===== config.mk =====
export PLATFORM = sky130hd
export DESIGN_NAME = alu
export DESIGN_NICKNAME = d
export VERILOG_FILES = /design/src/rtl/alu_pkg.sv /design/src/rtl/alu_bank.sv /design/src/rtl/alu.sv
export SDC_FILE = /design/constraint.sdc
export NUM_CORES = 1
export LEC_CHECK = 0
export CAP_MARGIN = 10
export CORE_MARGIN = 2
export CORE_UTILIZATION = 50
export CTS_CLUSTER_DIAMETER = 100
export DETAILED_ROUTE_END_ITERATION = 8
export PLACE_DENSITY_LB_ADDON = 0.3
export SLEW_MARGIN = 20
export SYNTH_ARGS = -nofsm -noshare
export SYNTH_HDL_FRONTEND = slang
export SYNTH_SLANG_ARGS = --single-unit
export TNS_END_PERCENT = 50

===== constraint.sdc =====
create_clock -name clock -period 5.79 [get_ports clock]
set_input_delay 0.579 -clock clock [delete_from_list [all_inputs] [get_ports clock]]
set_output_delay 0.579 -clock clock [all_outputs]
set_load 0.005 [all_outputs]

===== src/rtl/alu_pkg.sv =====
// Shared types for the multi-bank ALU: command/response codes, packet layouts and bank FSM states.
// Build option ALU_SATURATE_EN (see alu_bank) does not change any type here.
package alu_pkg;

  localparam int DATA_W = 32;

  typedef enum logic [1:0] {
    NOP = 2'd0,
    ADD = 2'd1,
    SUB = 2'd2,
    INV = 2'd3
  } command_names_t;

  typedef enum logic [1:0] {
    NO_RESPONSE = 2'd0,
    SUCCESS     = 2'd1,
    OVERFLOW    = 2'd2,
    UNDERFLOW   = 2'd3
  } response_names_t;

  typedef struct packed {
    command_names_t    command;
    logic [DATA_W-1:0] data1;
    logic [DATA_W-1:0] data2;
  } input_packet_t;

  typedef struct packed {
    logic [DATA_W-1:0] data;
    response_names_t   response;
  } output_packet_t;

  typedef enum logic [1:0] {
    IDLE    = 2'd0,
    BUSY    = 2'd1,
    RESPOND = 2'd2
  } bank_state_t;

endpackage


===== src/rtl/alu_bank.sv =====
// One independent ALU bank: IDLE/BUSY/RESPOND FSM, captured operands and registered result.
// Define ALU_SATURATE_EN to clamp ADD overflow to all-ones and SUB underflow to zero.
module alu_bank
  import alu_pkg::*;
#(
  parameter int LATENCY = 2
) (
  input  logic           clk_i,
  input  logic           rst_ni,
  input  input_packet_t  req_i,
  output output_packet_t rsp_o
);

  // RESPOND is entered after LATENCY-1 cycles in BUSY, so the last count value is LATENCY-2.
  localparam logic [3:0] CNT_LAST = (LATENCY > 1) ? 4'(LATENCY - 2) : 4'd0;

  bank_state_t       state_q, state_d;
  logic [3:0]        cnt_q, cnt_d;
  command_names_t    cmd_q, cmd_d;
  logic [DATA_W-1:0] op1_q, op1_d;
  logic [DATA_W-1:0] op2_q, op2_d;
  logic [DATA_W-1:0] data_q, data_d;
  response_names_t   resp_q, resp_d;

  logic [DATA_W:0]   sum;
  logic [DATA_W:0]   diff;
  logic [DATA_W-1:0] res_data;
  response_names_t   res_code;

  function automatic logic [DATA_W-1:0] sat_add(input logic [DATA_W:0] s);
`ifdef ALU_SATURATE_EN
    return s[DATA_W] ? '1 : s[DATA_W-1:0];
`else
    return s[DATA_W-1:0];
`endif
  endfunction

  function automatic logic [DATA_W-1:0] sat_sub(input logic [DATA_W:0] d);
`ifdef ALU_SATURATE_EN
    return d[DATA_W] ? '0 : d[DATA_W-1:0];
`else
    return d[DATA_W-1:0];
`endif
  endfunction

  assign sum  = {1'b0, op1_q} + {1'b0, op2_q};
  assign diff = {1'b0, op1_q} - {1'b0, op2_q};

  always_comb begin
    res_data = '0;
    res_code = NO_RESPONSE;
    case (cmd_q)
      ADD: begin
        res_data = sat_add(sum);
        res_code = sum[DATA_W] ? OVERFLOW : SUCCESS;
      end
      SUB: begin
        res_data = sat_sub(diff);
        res_code = diff[DATA_W] ? UNDERFLOW : SUCCESS;
      end
      INV: begin
        res_data = ~op1_q;
        res_code = SUCCESS;
      end
      default: begin
        res_data = '0;
        res_code = NO_RESPONSE;
      end
    endcase
  end

  always_comb begin
    state_d = state_q;
    cnt_d   = cnt_q;
    cmd_d   = cmd_q;
    op1_d   = op1_q;
    op2_d   = op2_q;
    data_d  = data_q;
    resp_d  = NO_RESPONSE;
    case (state_q)
      IDLE: begin
        if (req_i.command != NOP) begin
          cmd_d   = req_i.command;
          op1_d   = req_i.data1;
          op2_d   = req_i.data2;
          cnt_d   = 4'd0;
          state_d = (LATENCY == 1) ? RESPOND : BUSY;
        end
      end
      BUSY: begin
        if (cnt_q == CNT_LAST) begin
          state_d = RESPOND;
        end else begin
          cnt_d = cnt_q + 4'd1;
        end
      end
      RESPOND: begin
        data_d  = res_data;
        resp_d  = res_code;
        state_d = IDLE;
      end
      default: state_d = IDLE;
    endcase
  end

  always_ff @(posedge clk_i or negedge rst_ni) begin
    if (!rst_ni) begin
      state_q <= IDLE;
      cnt_q   <= 4'd0;
      data_q  <= '0;
      resp_q  <= NO_RESPONSE;
    end else begin
      state_q <= state_d;
      cnt_q   <= cnt_d;
      data_q  <= data_d;
      resp_q  <= resp_d;
    end
  end

  // Operand copies are only read after a capture, so they need no reset.
  always_ff @(posedge clk_i) begin
    cmd_q <= cmd_d;
    op1_q <= op1_d;
    op2_q <= op2_d;
  end

  assign rsp_o = '{data: data_q, response: resp_q};

endmodule


===== src/rtl/alu.sv =====
// Multi-bank ALU top: NUM_BANKS independent alu_bank instances sharing clock and reset.
// ALU_SATURATE_EN selects saturating ADD/SUB results inside each bank.
module alu
  import alu_pkg::*;
#(
  parameter int NUM_BANKS = 4,
  parameter int LATENCY   = 2
) (
  input  logic                           clock,
  input  logic                           reset,
  input  input_packet_t  [NUM_BANKS-1:0] input_packet,
  output output_packet_t [NUM_BANKS-1:0] output_packet
);

  for (genvar g = 0; g < NUM_BANKS; g++) begin : g_bank
    alu_bank #(
      .LATENCY(LATENCY)
    ) u_bank (
      .clk_i (clock),
      .rst_ni(reset),
      .req_i (input_packet[g]),
      .rsp_o (output_packet[g])
    );
  end

endmodule


After elaboration in Yosys (flattened, before gate mapping)
Index checks and enable logic that the tools add are counted.
Widths: inputs -> output; s select.
- bits in latches: 0
- word-level logic and storage cells: 148
- memory bits (read-only): 0
- bits in writable memories: 0
- input bits: 266
- bits in registers: 424
- memories kept: 0
- output and inout bits: 136
- bitwise gates (word level): 4
- multiply operators: 0
- $lt $le $gt $ge: 0
- multiplexer cells: 44
- shift-type cells: 0
- $add $sub $neg: 12
- divide/modulo/power cells: 0
- equal/unequal tests: 32
- reduce and logical (&&, ||, !) cells: 28
- operator list (cell ; number):
    $pmux 32 s3 ; 4
    $add 32x32->33 ; 4
    $sub 32x32->33 ; 4
    $not 32->32 ; 4
    $mux 2 ; 20
    $mux 4 ; 8
    $pmux 4 s2 ; 4
    $eq 2x2->1 const B ; 12
    $pmux 2 s3 ; 4
    $add 4x1->4 const B ; 4
    $eq 2x1->1 const B ; 8
    $logic_not 4->1 ; 4
    $ne 2x1->1 const B ; 8
    $pmux 2 s2 ; 4
    $reduce_and 2->1 ; 8
    $reduce_bool 2->1 ; 8
    $reduce_and 3->1 ; 4
    $logic_not 2->1 ; 4
    $ne 2x2->1 const B ; 4

Logic depth before layout (Yosys ltp)
- depth in word-level cells: 4
- gate-level depth with buffers: 13
- mapped depth without buffers: 13

By module
From an unflattened synthesis, not the netlist that was laid out.
- cells, all modules: 3389
- area, all modules: 30818.3 µm²
- by module, submodules not included (module ; times used ; seq. area each (µm²) ; cells an instance ; area each (µm²)):
    alu_bank (g_bank[2].u_bank ...) ; 2 ; 2982.9 ; 828 ; 7639.8
    alu_bank (g_bank[1].u_bank) ; 1 ; 2982.9 ; 884 ; 7811.2
    alu_bank (g_bank[0].u_bank) ; 1 ; 2982.9 ; 849 ; 7727.4

Worst setup path after synthesis
No wires, ideal clock.
- kind: input -> register
- start: input port input_packet[197] (netlist bit)
- end: register g_bank[2].u_bank.cnt_q[0]
- stages: 4
- data arrival time: 5.960 ns
- slack: -0.297 ns
- buffers on the path: 0
- data required time: 5.663 ns
- cells stage by stage: nor2_1 > nor3_1 > nor2_1 > mux2_2
- word-level cells in the longest chain between the ends: 3
- ends and longest elaborated chain (what ; line ; text):
    start, declared ; alu.sv:11 ; input input_packet_t [NUM_BANKS-1:0] input_packet,
    $reduce_bool 2->1 ; alu_bank.sv:82 ; if (req_i.command != NOP) begin
    $ne 2x1->1 (no line) ; -- ;
    $reduce_and 3->1 (no line) ; -- ;
    end signal, assigned ; alu_bank.sv:114 ; cnt_q <= cnt_d;
    end, declared ; alu_bank.sv:18 ; logic [3:0] cnt_q, cnt_d;
No other way between the ends.
A chain may end at the register's enable or synchronous reset.

Final worst setup path
- start: register g_bank[1].u_bank.op2_q[0]
- end: register g_bank[1].u_bank.data_q[28]
- word-level cells in the longest chain between the ends: 2
- elaborated cells between the ends (all ways): 3
- classes of those cells: add/sub: 2; mux: 1
- ends and longest elaborated chain (what ; line ; text):
    start, declared ; alu_bank.sv:21 ; logic [DATA_W-1:0] op2_q, op2_d;
    start signal, assigned ; alu_bank.sv:124 ; op2_q <= op2_d;
    $sub 32x32->33 or $add 32x32->33 (tied branches) ; alu_bank.sv:47, alu_bank.sv:46 ;
    $pmux 32 s3 (*) ; alu_bank.sv:52 ; case (cmd_q)
    end signal, assigned ; alu_bank.sv:115 ; data_q <= data_d;
    end, declared ; alu_bank.sv:22 ; logic [DATA_W-1:0] data_q, data_d;
Every way passes the cells marked *; elsewhere a longest branch is shown, timed or not.

==> reports/metrics.yaml <==
grtUsageMet1_pct: 38.5
core-area_mm2: 0.0588
hold_violations: 0
setup_violations: 0
p_switching_mw: 8.30
io_pins: 402
pwr-share-clk_pct: 17.0
synth_edf_count: 264
cts-root-buf: "clkbuf_16"
placed_area_mm2: 0.0342
top_usage_layer: "met2"
ys_types: 80
fin_crit_sh_pct: 69.5
min_path_type: "in -> async"
finalSetupTns_ps: 0
status: "finished clean"
utilization_pct: 61.0
irDropWorstVdd_v: 0.000395
drive_above_1_share_pct: 4.29
cts_sinks: 424
grt.total_usage_pct: 28.2
num-nets-final: 4095
yosysMostFrequentCell: "nor2_1"
synthArstFlopShare_pct: 37.7
overflow: 0
rsz0062_at_grt: "no"
synth_top_area_share_pct: 26.8
cp_slowest_stage_delay_ps: 850
slowest_stage: "o41ai_1"
period_needed_ps: 4020
dieWidth_um: 247
ys_top_cells_by_area: "edfxtp_1 27%, dfrtp_1 14%, ha_1 11%"
final_area_mm2: 0.0359
die_area_mm2: 0.0612
met2_usage_pct: 44.8
post_cts_resized: 0
ys_seq_elements: 424
path_cells: "ha_1 > inv_1 > fa_1 > o21ba_2 > nor4_1 > or4_1 > a311oi_2 > o41ai_1 > a31oi_1 > o31ai_1 > a2bb2oi_1 > o22a_1 > o21ai_0"
drt_drc_violations_left: 0
first_pass_iters: 7
muxShareOfSynthArea_pct: 0.888
critPathMaxFanout: 4
arrival_ps: 4450
max_freq_mhz: 249
synth_commonest_cells: "329 x nor2_1, 307 x a21oi_1, 268 x ha_1"
antenna_found_initial: 7
p_sw_share_pct: 43.7
cp-start-kind: "flop"
rows: 89
internal-power_mw: 10.7
yosysSeqAreaShare_pct: 40.3
maxSlewViolCount: 0
vias_per_cell: 6.07
insertion_delay_ps: 580
routedWlPerCell_um: 20.3
hpwl_mm: 65.2
syn_inst: 3244
avgSynthCellArea_um2: 9.12
postCtsSetupRepairBufs: 0
hold_buffers: 0
synth_compound_area_share_pct: 23.3
pwr_density_cell_mw_per_mm2: 529
critPathRequiredTime_ps: 6210
synth_xor_area_share_pct: 3.99
gp_congestion: 0.990
drt_wl_total_mm: 88.7
clkTransAtPathRegs_ps: 60
htreeDepth: 2
syn_nets: 3786
syn_to_final_growth_pct: 21.2
grt_max_degree: 67
synth_fa_ha_area_share_pct: 11.9
pwr-share-comb_pct: 55.5
max_slew.worst_pin.slew_ps: 1040
cts_buffers: 46
seq_area_mm2: 0.0119
cap_violations: 0
pre_cts_ws_ps: 2000
r2r_start: "g_bank[1].u_bank.op2_q[0]$_DFFE_PP_"
relSlewSlack_pct: 30.6
tritoncts: "built"
synth_area_mm2: 0.0296
drtAntennaViolNets: 0
synth_top_family_by_area: "compound AO/OA/AOI/OAI gates"
cts_buffer_depth: 3
leakagePower_nw: 14.7
synth_area_leader_cell: "edfxtp_1"
worstSetupStartpoint: "g_bank[1].u_bank.op2_q[0]$_DFFE_PP_"
die_h_um: 247
final.setup.worst_slack_ps: 1770
io_buffers: 401
yosys_warnings: 0
fillers: 4941
grtUsageMet3_pct: 3.99
first_iter_violations: 2507
grt_pass1_wl_mm: 137
synthFlopType: "edfxtp_1"
crit_type: "reg -> reg"
worstSetupEndpointType: "flop"
multi_input_area_mm2: 0.0161
grt_pass1_vias: 25393
p_seq_share_pct: 27.4
whs_ps: 4.25
initial_core_util_pct: 50.3
finClkSkew_ps: 12.3
synth-simple-area-share_pct: 14.1
vias: 26546
[layout make-up]
| class | instances | area share [%] |
|---|---|---|
| Tap cell | 773 | 2.70 |
| Sequential cell | 424 | 33.3 |
| Antenna cell | 7 | 0.0488 |
| Clock inverter | 30 | 1.21 |
| Timing Repair Buffer | 431 | 11.8 |
| Inverter | 263 | 2.75 |
| Multi-Input combinational cell | 2387 | 44.8 |
| Clock buffer | 55 | 3.39 |
[state kept, by name, indices dropped and copies added (netlist names)]
register and flops:
g_bank.u_bank.cnt_q 16, g_bank.u_bank.op2_q 128, g_bank.u_bank.state_q 8, g_bank.u_bank.resp_q 8, g_bank.u_bank.data_q 128, g_bank.u_bank.op1_q 128, g_bank.u_bank.cmd_q 8
[metrics by stage]
step / total power [mW] / cells
6_report: 19.0 / 4370
5_1_grt: 20.3 / 4369
4_1_cts: 18.9 / 4363
3_5_place_dp: 15.5 / 4278
3_3_place_gp: 15.4 / 4278
2_1_floorplan: 12.2 / 3244
[path summary, 6_finish.rpt]
check                                                           to  slack (ps)  cells after the start
max                        g_bank[1].u_bank.data_q[28]$_DFFE_PN0P_        1770                     13
min                           g_bank[2].u_bank.resp_q[0]$_DFF_PN0_           4                      1
max reg2reg                g_bank[1].u_bank.data_q[28]$_DFFE_PN0P_        1770                     13
min reg2reg                 g_bank[1].u_bank.data_q[2]$_DFFE_PN0P_         480                      2
max in group asynchronous  g_bank[0].u_bank.data_q[10]$_DFFE_PN0P_        4510                      2
min in group clock          g_bank[1].u_bank.data_q[2]$_DFFE_PN0P_         480                      2
[power groups by stage]
stage | logic [mW] | registers, mW | clock network [mW]
3_3_place_gp | 10.2 | 5.24 | 0
4_1_cts | 10.4 | 5.21 | 3.29
5_1_grt | 11.5 | 5.33 | 3.40
2_1_floorplan | 7.16 | 5.06 | 0
6_report | 10.5 | 5.21 | 3.23
3_5_place_dp | 10.3 | 5.26 | 0
[placed cells by master, fill, tap and decap left out, types with 44 or more instances in the layout]
cell | netlist | layout
nand2_1 | 221 | 221
nand3_1 | 50 | 50
nor2_1 | 329 | 328
xnor2_1 | 107 | 107
o21ai_0 | 181 | 181
o21bai_1 | 47 | 47
inv_1 | 262 | 262
clkbuf_16 | 0 | 47
nand2b_1 | 57 | 57
edfxtp_1 | 264 | 264
dfrtp_1 | 160 | 160
a31oi_1 | 45 | 45
a21o_1 | 49 | 49
nor3_1 | 71 | 67
ha_1 | 268 | 268
clkdlybuf4s50_1 | 0 | 400
o22ai_1 | 44 | 44
a21oi_1 | 307 | 307
[routing by layer]
metal	vias up	part of all wire (%)
met1	12709	42
met4	0	3.9
li1	12396	-
met2	1231	46
met3	210	7.8
met5	-	0
[logic make-up (layout without fill, tap and decap cells)]
family / after synthesis / in the layout
muxes: 26 / 26
and+or+nand+nor: 902 / 902
DFF: 424 / 424
other: 0 / 7
AOI/OAI and AO/OA: 1048 / 1048
adders and majority gates: 276 / 276
buffers and inverters: 433 / 779
xor gates and xnor gates: 135 / 135
[critical path, delay by kind of cell (launching register included)]
family,cells,cell delay [ps]
buf+inv,1,60
simple gates,2,510
flops,1,380
fa+ha+maj,2,610
compound gates,8,2330
No activity file was read; power rests on OpenSTA's default activity.
